### src/rtl/onesecond_mux_timer.sv
// onesecond_mux_timer
//   Multi-digit seconds timer driving a multiplexed 7-segment display.
//   Everything runs on CLK1; there are no derived clocks. A prescaler emits a
//   one-cycle tick every TICKS cycles. Each tick steps a DIGITS-wide BCD (or hex)
//   up/down counter. The counter feeds a registered segment decoder and an anode
//   scanner.
//
// Ports
//   CLK1   in   system clock
//   arst   in   synchronous active-high reset (name kept for board compatibility)
//   run    in   1 = prescaler advances, 0 = pause
//   up     in   count direction, sampled only on the tick edge
//   clear  in   synchronous clear of prescaler and count (display scan keeps going)
//   seg    out  active-low segments, seg[0]=a .. seg[6]=g
//   dp     out  active-low decimal point, lit on digit 0 while paused
//   an     out  active-low one-hot anode select, an[0] = least significant digit
//   Led    out  current value of digit 0
//   tick   out  one-cycle pulse on each count step
//   wrap   out  one-cycle pulse on roll-over (up) or roll-under (down)
module onesecond_mux_timer #(
    parameter int CRYSTAL     = 50,
    parameter int NUM_SEC     = 1,
    parameter int TICKS       = CRYSTAL * 1_000_000 * NUM_SEC,
    parameter int DIGITS      = 4,
    parameter int HEX_MODE    = 0,
    parameter int REFRESH_DIV = 50_000
) (
    input  logic              CLK1,
    input  logic              arst,
    input  logic              run,
    input  logic              up,
    input  logic              clear,
    output logic [0:6]        seg,
    output logic              dp,
    output logic [DIGITS-1:0] an,
    output logic [3:0]        Led,
    output logic              tick,
    output logic              wrap
);

    localparam int PW = (TICKS > 1) ? $clog2(TICKS) : 1;
    localparam int RW = (REFRESH_DIV > 1) ? $clog2(REFRESH_DIV) : 1;
    localparam int SW = (DIGITS > 1) ? $clog2(DIGITS) : 1;
    localparam logic [3:0] MAX = (HEX_MODE != 0) ? 4'd15 : 4'd9;

    logic [PW-1:0]         pcnt_q;
    logic [DIGITS*4-1:0]   count_q, count_d;
    logic                  tick_q, wrap_q, wrap_d;
    logic                  carry;
    logic [3:0]            digit;
    logic [RW-1:0]         refCnt_q;
    logic [SW-1:0]         sel_q;
    logic [3:0]            scanDigit;
    logic [0:6]            seg_q;
    logic                  dp_q;
    logic [DIGITS-1:0]     an_q;

    // Active-low glyphs in a..g order. Letters only exist in hex mode; a
    // decimal-mode value above 9 cannot occur, but blanks rather than lies.
    function automatic logic [0:6] glyph(input logic [3:0] v);
        logic [0:6] g;
        case (v)
            4'h0:    g = 7'b0000001;
            4'h1:    g = 7'b1001111;
            4'h2:    g = 7'b0010010;
            4'h3:    g = 7'b0000110;
            4'h4:    g = 7'b1001100;
            4'h5:    g = 7'b0100100;
            4'h6:    g = 7'b0100000;
            4'h7:    g = 7'b0001111;
            4'h8:    g = 7'b0000000;
            4'h9:    g = 7'b0000100;
            4'hA:    g = 7'b0001000;
            4'hB:    g = 7'b1100000;
            4'hC:    g = 7'b0110001;
            4'hD:    g = 7'b1000010;
            4'hE:    g = 7'b0110000;
            default: g = 7'b0111000;
        endcase
        if (HEX_MODE == 0 && v > 4'd9) begin
            g = 7'b1111111;
        end
        return g;
    endfunction

    // Ripple carry/borrow through the digits. The carry left over after the
    // last digit means every digit rolled, which is exactly the wrap condition.
    always_comb begin
        count_d = count_q;
        carry   = 1'b1;
        digit   = 4'd0;
        for (int i = 0; i < DIGITS; i++) begin
            digit = count_q[i*4 +: 4];
            if (carry) begin
                if (up) begin
                    if (digit == MAX) begin
                        count_d[i*4 +: 4] = 4'd0;
                    end else begin
                        count_d[i*4 +: 4] = digit + 4'd1;
                        carry = 1'b0;
                    end
                end else begin
                    if (digit == 4'd0) begin
                        count_d[i*4 +: 4] = MAX;
                    end else begin
                        count_d[i*4 +: 4] = digit - 4'd1;
                        carry = 1'b0;
                    end
                end
            end
        end
        wrap_d = carry;
    end

    // Prescaler and counter. Pausing freezes pcnt so a resumed interval only
    // runs for its remaining cycles.
    always_ff @(posedge CLK1) begin
        if (arst || clear) begin
            pcnt_q  <= '0;
            count_q <= '0;
            tick_q  <= 1'b0;
            wrap_q  <= 1'b0;
        end else if (run && pcnt_q == PW'(TICKS - 1)) begin
            pcnt_q  <= '0;
            count_q <= count_d;
            tick_q  <= 1'b1;
            wrap_q  <= wrap_d;
        end else begin
            tick_q <= 1'b0;
            wrap_q <= 1'b0;
            if (run) begin
                pcnt_q <= pcnt_q + PW'(1);
            end
        end
    end

    always_comb begin
        scanDigit = 4'd0;
        for (int i = 0; i < DIGITS; i++) begin
            if (sel_q == SW'(i)) begin
                scanDigit = count_q[i*4 +: 4];
            end
        end
    end

    // Display scan. an, seg and dp are all registered from the same sel_q so
    // the anode and glyph always change on the same edge.
    always_ff @(posedge CLK1) begin
        if (arst) begin
            refCnt_q <= '0;
            sel_q    <= '0;
            an_q     <= ~DIGITS'(1);
            seg_q    <= 7'b0000001;
            dp_q     <= 1'b1;
        end else begin
            if (refCnt_q == RW'(REFRESH_DIV - 1)) begin
                refCnt_q <= '0;
                sel_q    <= (sel_q == SW'(DIGITS - 1)) ? '0 : sel_q + SW'(1);
            end else begin
                refCnt_q <= refCnt_q + RW'(1);
            end
            an_q  <= ~(DIGITS'(1) << sel_q);
            seg_q <= glyph(scanDigit);
            dp_q  <= !(sel_q == '0 && !run);
        end
    end

    assign seg  = seg_q;
    assign dp   = dp_q;
    assign an   = an_q;
    assign Led  = count_q[3:0];
    assign tick = tick_q;
    assign wrap = wrap_q;

endmodule

### config.mk
export PLATFORM = sky130hd
export DESIGN_NAME = onesecond_mux_timer
export DESIGN_NICKNAME = d
export VERILOG_FILES = /design/src/rtl/onesecond_mux_timer.sv
export SDC_FILE = /design/constraint.sdc
export NUM_CORES = 1
export LEC_CHECK = 0
export CAP_MARGIN = 20
export CORE_MARGIN = 2
export CORE_UTILIZATION = 42
export CTS_CLUSTER_SIZE = 40
export DETAILED_ROUTE_END_ITERATION = 10
export PLACE_DENSITY_LB_ADDON = 0.25
export SYNTH_ARGS = -nofsm -noshare
export SYNTH_HDL_FRONTEND = slang
export SYNTH_SLANG_ARGS = --single-unit
### constraint.sdc
create_clock -name CLK1 -period 6.45 [get_ports CLK1]
set_input_delay 1.29 -clock CLK1 [delete_from_list [all_inputs] [get_ports CLK1]]
set_output_delay 1.29 -clock CLK1 [all_outputs]
set_load 0.02 [all_outputs]
# Word level (Yosys, flattened, before mapping)

Memory sizes are Yosys's and may differ from the RTL's.
Cells that the tools add are included.

Bitwise operators: 3
Add/subtract/negate cells: 11
Reductions and logical operators: 17
Multiplexer cells: 33
Order comparisons: 1
Equality and inequality tests: 9
Shift-type cells: 1

Operator list:

| kind                                              | number |
|---|---|
| 2-to-1 mux 4 bit                                  | 16 |
| adder 26 x 1 -> 26 bit (second input constant)    | 1 |
| == test 26 bit (second input constant)            | 1 |
| adder 16 x 1 -> 16 bit (second input constant)    | 1 |
| adder 4 x 1 -> 4 bit (second input constant)      | 4 |
| == test 16 bit (second input constant)            | 1 |
| == test 4 bit (second input constant)             | 4 |
| logical NOT 4 bit                                 | 4 |
| subtractor 4 x 1 -> 4 bit (second input constant) | 4 |
| 2-to-1 mux 1 bit                                  | 15 |
| 2-to-1 mux 7 bit                                  | 1 |
| AND reduction 2 bit                               | 3 |
| OR reduction 2 bit                                | 3 |
| == test 2 bit (second input constant)             | 2 |
| > comparator 4 bit (second input constant)        | 1 |
| NOT 4 bit                                         | 1 |
| << shifter 1 x 2 -> 4 bit (first input constant)  | 1 |
| OR reduction 3 bit                                | 1 |
| adder 2 x 1 -> 2 bit (second input constant)      | 1 |
| == test 2 x 1 -> 1 bit (second input constant)    | 1 |
| logical AND 1 bit                                 | 2 |
| logical NOT 1 bit                                 | 2 |
| logical NOT 2 bit                                 | 1 |
| 2-to-1 mux 2 bit                                  | 1 |
| 2 further kinds                                   | 3 |

Bits in registers: 74
Memories: 1
Bits in read-only memories: 112
Word-level logic and storage cells: 89
Output and inout port bits: 18

Memory list:

| name            | depth | width | rd ports | clocked after memory_dff | wr ports | line | RTL |
|---|---|---|---|---|---|---|---|
| (no name shown) | 16    | 7     | 1        | 0                        | 0        | 62   | `case (v)` |

# Depth between registers and ports, before layout

Depth after elaboration: 7
Mapped depth: 10

# Least setup slack after synthesis

No wires, ideal clock.

Path type: input port to flip-flop
From: input port up
To: register count_q[13]
Required time: 6.391 ns
Arrival: 2.618 ns
Slack: 3.773 ns
Setup time: 0.059 ns
Cell stages on the path: 5
Buffers on the path: 0
Path through: or3_4 -> a211oi_2 -> nand4_2 -> or4_1 -> nand2_1

Longest elaborated chain between the ends: 4
Elaborated cells on any way between the ends: 7

RTL lines:

| what                           | line | RTL |
|---|---|---|
| from (decl)                    | 31   | `input logic up,` |
| 2-to-1 mux 1 bit               | 95   | `if (up) begin` |
| 2-to-1 mux 1 bit (2 in series) | 94   | `if (carry) begin` |
| AND reduction 2 bit (no line)  | n/a  |  |
| to (signal assigned)           | 125  | `count_q <= count_d;` |
| to (decl)                      | 47   | `logic [DIGITS*4-1:0] count_q, count_d;` |

Several ways; a longest one is shown, not always the timed one.
A chain may end at the register's enable or synchronous reset.

# Final worst setup path

From: input port up
To: register count_q[14]

The elaborated chain is that of the path after synthesis.

==> metrics.md <==
| Metric | Value |
|---|---|
| Outcome | `finished, final reports clean` |
| R2R depth | `6` |
| Post-layout nets | `502` |
| Initial Utilization | `43.3%` |
| F_max | `277 MHz` |
| Ys async rst share | `0%` |
| Critical Path Source Type | `primary input` |
| Filler cells | `934` |
| Num ports | `23` |
| Final hold violations | `0` |
| DR DRC count | `0` |
| Sequential-to-total area share from yosys stat | `36.8%` |
| Hold_buf cts | `0` |
| Avg WL per Cell | `12.3 µm` |
| Final min period | `3.61 ns` |
| Final wirelength | `7.62 mm` |
| CTS sink cnt | `74` |
| RSZ-0062 raised after global routing | `no` |
| Clk_skew | `0.00775 ns` |
| Crit path kind | `primary input to flip-flop` |
| Detailed Place HPWL | `5.20 mm` |
| Mapped Nets | `503` |
| Yosys top cell by area | `dfxtp_1` |
| Share of post-route cells with drive strength above 1 | `7.16%` |
| Die area | `0.0104 mm²` |
| Top-count cell post-synth | `dfxtp_1` |
| Final setup viols | `0` |
| First-pass GRT wire length | `13.1 mm` |
| Post-synth EDFFs | `0` |
| Post-synth top area share | `36.8%` |
| H-tree Lvls | `3` |
| Clock tree buffer depth | `2` |
| Num CTS Buffers | `9` |
| Most frequent cells after synthesis | `dfxtp_1, nor2_1, nand2_1` |
| Hold slack | `0.449 ns` |
| Antenna fix cells | `0` |
| Critical Path RT | `6.75 ns` |
| Mux contribution to synthesized area | `1.80%` |
| Setup Fix Bufs, Post-CTS | `0` |
| Core area | `0.00928 mm²` |
| Leakage | `1.51 nW` |
| Area delta synth->final | `9.98%` |
| Synth Cell Area | `0.00402 mm²` |
| Ys Warns | `0` |
| Clock-pin slew on the worst setup and hold paths | `0.08 ns` |
| Initial DRC Count | `65` |
| Rel. slew slack | `41.0%` |
| Vias/cell | `5.20` |
| Post-Synth XOR/XNOR Area | `10.5%` |
| Clk Latency, worst-skew pair | `0.35 ns` |
| Die Wd | `102 µm` |
| Initial DRT Pass Iterations | `4` |
| Largest family of logic cells by synthesized area | `simple AND/OR/NAND/NOR gates` |
| Antenna Nets Post-Route | `0` |
| Max_cap viols | `0` |
| Simple logic cell fraction of the synthesized area | `27.4%` |
| Largest net degree at the start of global routing | `27` |
| Pwr Density | `199 mW/mm²` |
| GP Congestion | `0.841` |
| Syn Area/Cell | `8.29 µm²` |
| Setup tns final | `0 ns` |
| Hold path depth | `1` |
| Vias | `3215` |
| Synth Area in Adders | `4.04%` |
| CTS resizes | `0` |
| Vias in the first global route | `2902` |
| CTS Root Cell | `clkbuf_8` |
| Die H | `102 µm` |
| VDD IR max | `0.000134 V` |
| GR Overflow Total | `0` |
| FF+latch count, synth | `74` |
| CTS tree | `yes` |
| Crit. End Element | `flip-flop` |
| Port bufs | `22` |
| # rows | `35` |
| Synth area leaders | `dfxtp_1, nor2_1, xnor2_1` |
| Initial antenna violation count | `0` |
| Synth unique cells | `61` |
| Hold WC Path Type | `flip-flop to flip-flop` |
| GRT Total Usage | `15.7%` |
| Critical path arrival | `3.91 ns` |
| Least-Margin Pin Slew | `0.883 ns` |
| Compound-gate portion of the synthesized area | `12.9%` |
| Worst-path maximum fanout | `22` |
| Final period util | `56.0%` |
| Final-report max-slew violation count | `0` |
| Synthesized instance count | `485` |
| Top_reg_cell synth | `dfxtp_1` |
## state kept, by name, summed over array words and instances (netlist names)
signal	cells
sel_q	2
seg	7
pcnt_q	26
wrap	1
refCnt_q	16
tick	1
an	4
dp	1
count_q	16
## final cells by class
cell class | instances | area (µm²) | share of cell area (%)
clock buffer | 11 | 131 | 2.97
clock inverter | 5 | 78.8 | 1.78
inverter | 17 | 63.8 | 1.44
multi-input combinational | 359 | 2280 | 51.5
sequential | 74 | 1480 | 33.5
tap | 129 | 161 | 3.65
timing repair buffer | 23 | 228 | 5.15
## stage by stage
step           power (mW)  instance area (µm²)  cells  utilization (%)  setup WS [ns]
6_report            0.879                 4420    618             47.7           2.84
5_1_grt             0.915                 4420    618             47.7           2.66
4_1_cts             0.892                 4420    618             47.7           2.86
3_5_place_dp        0.500                 4210    602             45.4           2.47
3_3_place_gp        0.500                 4210    602             45.4           2.56
2_1_floorplan       0.492                 4020    485                -           3.77
## power breakdown
part,switching (mW),total [mW],internal (mW),leakage [nW]
registers,0.00162,0.460,0.459,0.597
logic,0.0184,0.0289,0.0105,0.806
clock network,0.172,0.389,0.217,0.107
total,0.192,0.879,0.687,1.51
## metal layers
metal | global-route usage (%) | vias to the layer above | routed length [µm]
met1 | 19.1 | 1499 | 3720
met3 | 3.49 | 9 | 243
li1 | - | 1674 | -
met4 | 5.54 | 0 | 78
met2 | 27.1 | 33 | 3580
met5 | 0 | - | 0
## worst paths after layout
| path | startpoint | end | slack (ns) |
|---|---|---|---|
| worst max register to register | pcnt_q[0] | count_q[14] | 4.14 |
| worst max-delay path | up | count_q[14] | 2.84 |
| worst min-delay path | refCnt_q[0] | refCnt_q[0] | 0.45 |
| worst min register to register | refCnt_q[0] | refCnt_q[0] | 0.45 |
## cells by family after synthesis
logic type                 after synthesis
muxes                                    7
adders and majority gates               13
AOI/OAI and AO/OA                       76
xor gates and xnor gates                48
DFF                                     74
and+or+nand+nor                        215
buffers and inverters                   52
## worst max-delay path: stages
cell and delay, ns:
clkdlybuf4s50_1 0.78, or3_4 0.50, a211oi_2 0.29, nand4_2 0.37, or4_1 0.61, nand2_1 0.07
## cell usage in the layout (no fill, tap or decap), types with 3 or more instances in the layout
cell	instances
a21oi_1	17
o211ai_1	4
nand2_1	35
nand4_1	8
nor3b_1	6
clkdlybuf4s50_1	22
nand2b_1	7
nand3_1	18
a31oi_1	4
dfxtp_1	74
inv_1	17
nor2_1	70
a22oi_1	4
nor4_1	7
ha_1	13
xnor2_1	27
mux2i_1	5
nor2b_1	4
or2_2	3
or3_1	7
clkbuf_8	9
a211o_1	3
a211oi_1	6
and3_1	5
a22o_1	4
or4_1	3
o21ai_0	15
xor2_1	21
nor3_1	20
and4_1	3
nand3b_1	4
Power figures use the tool's default switching activity.
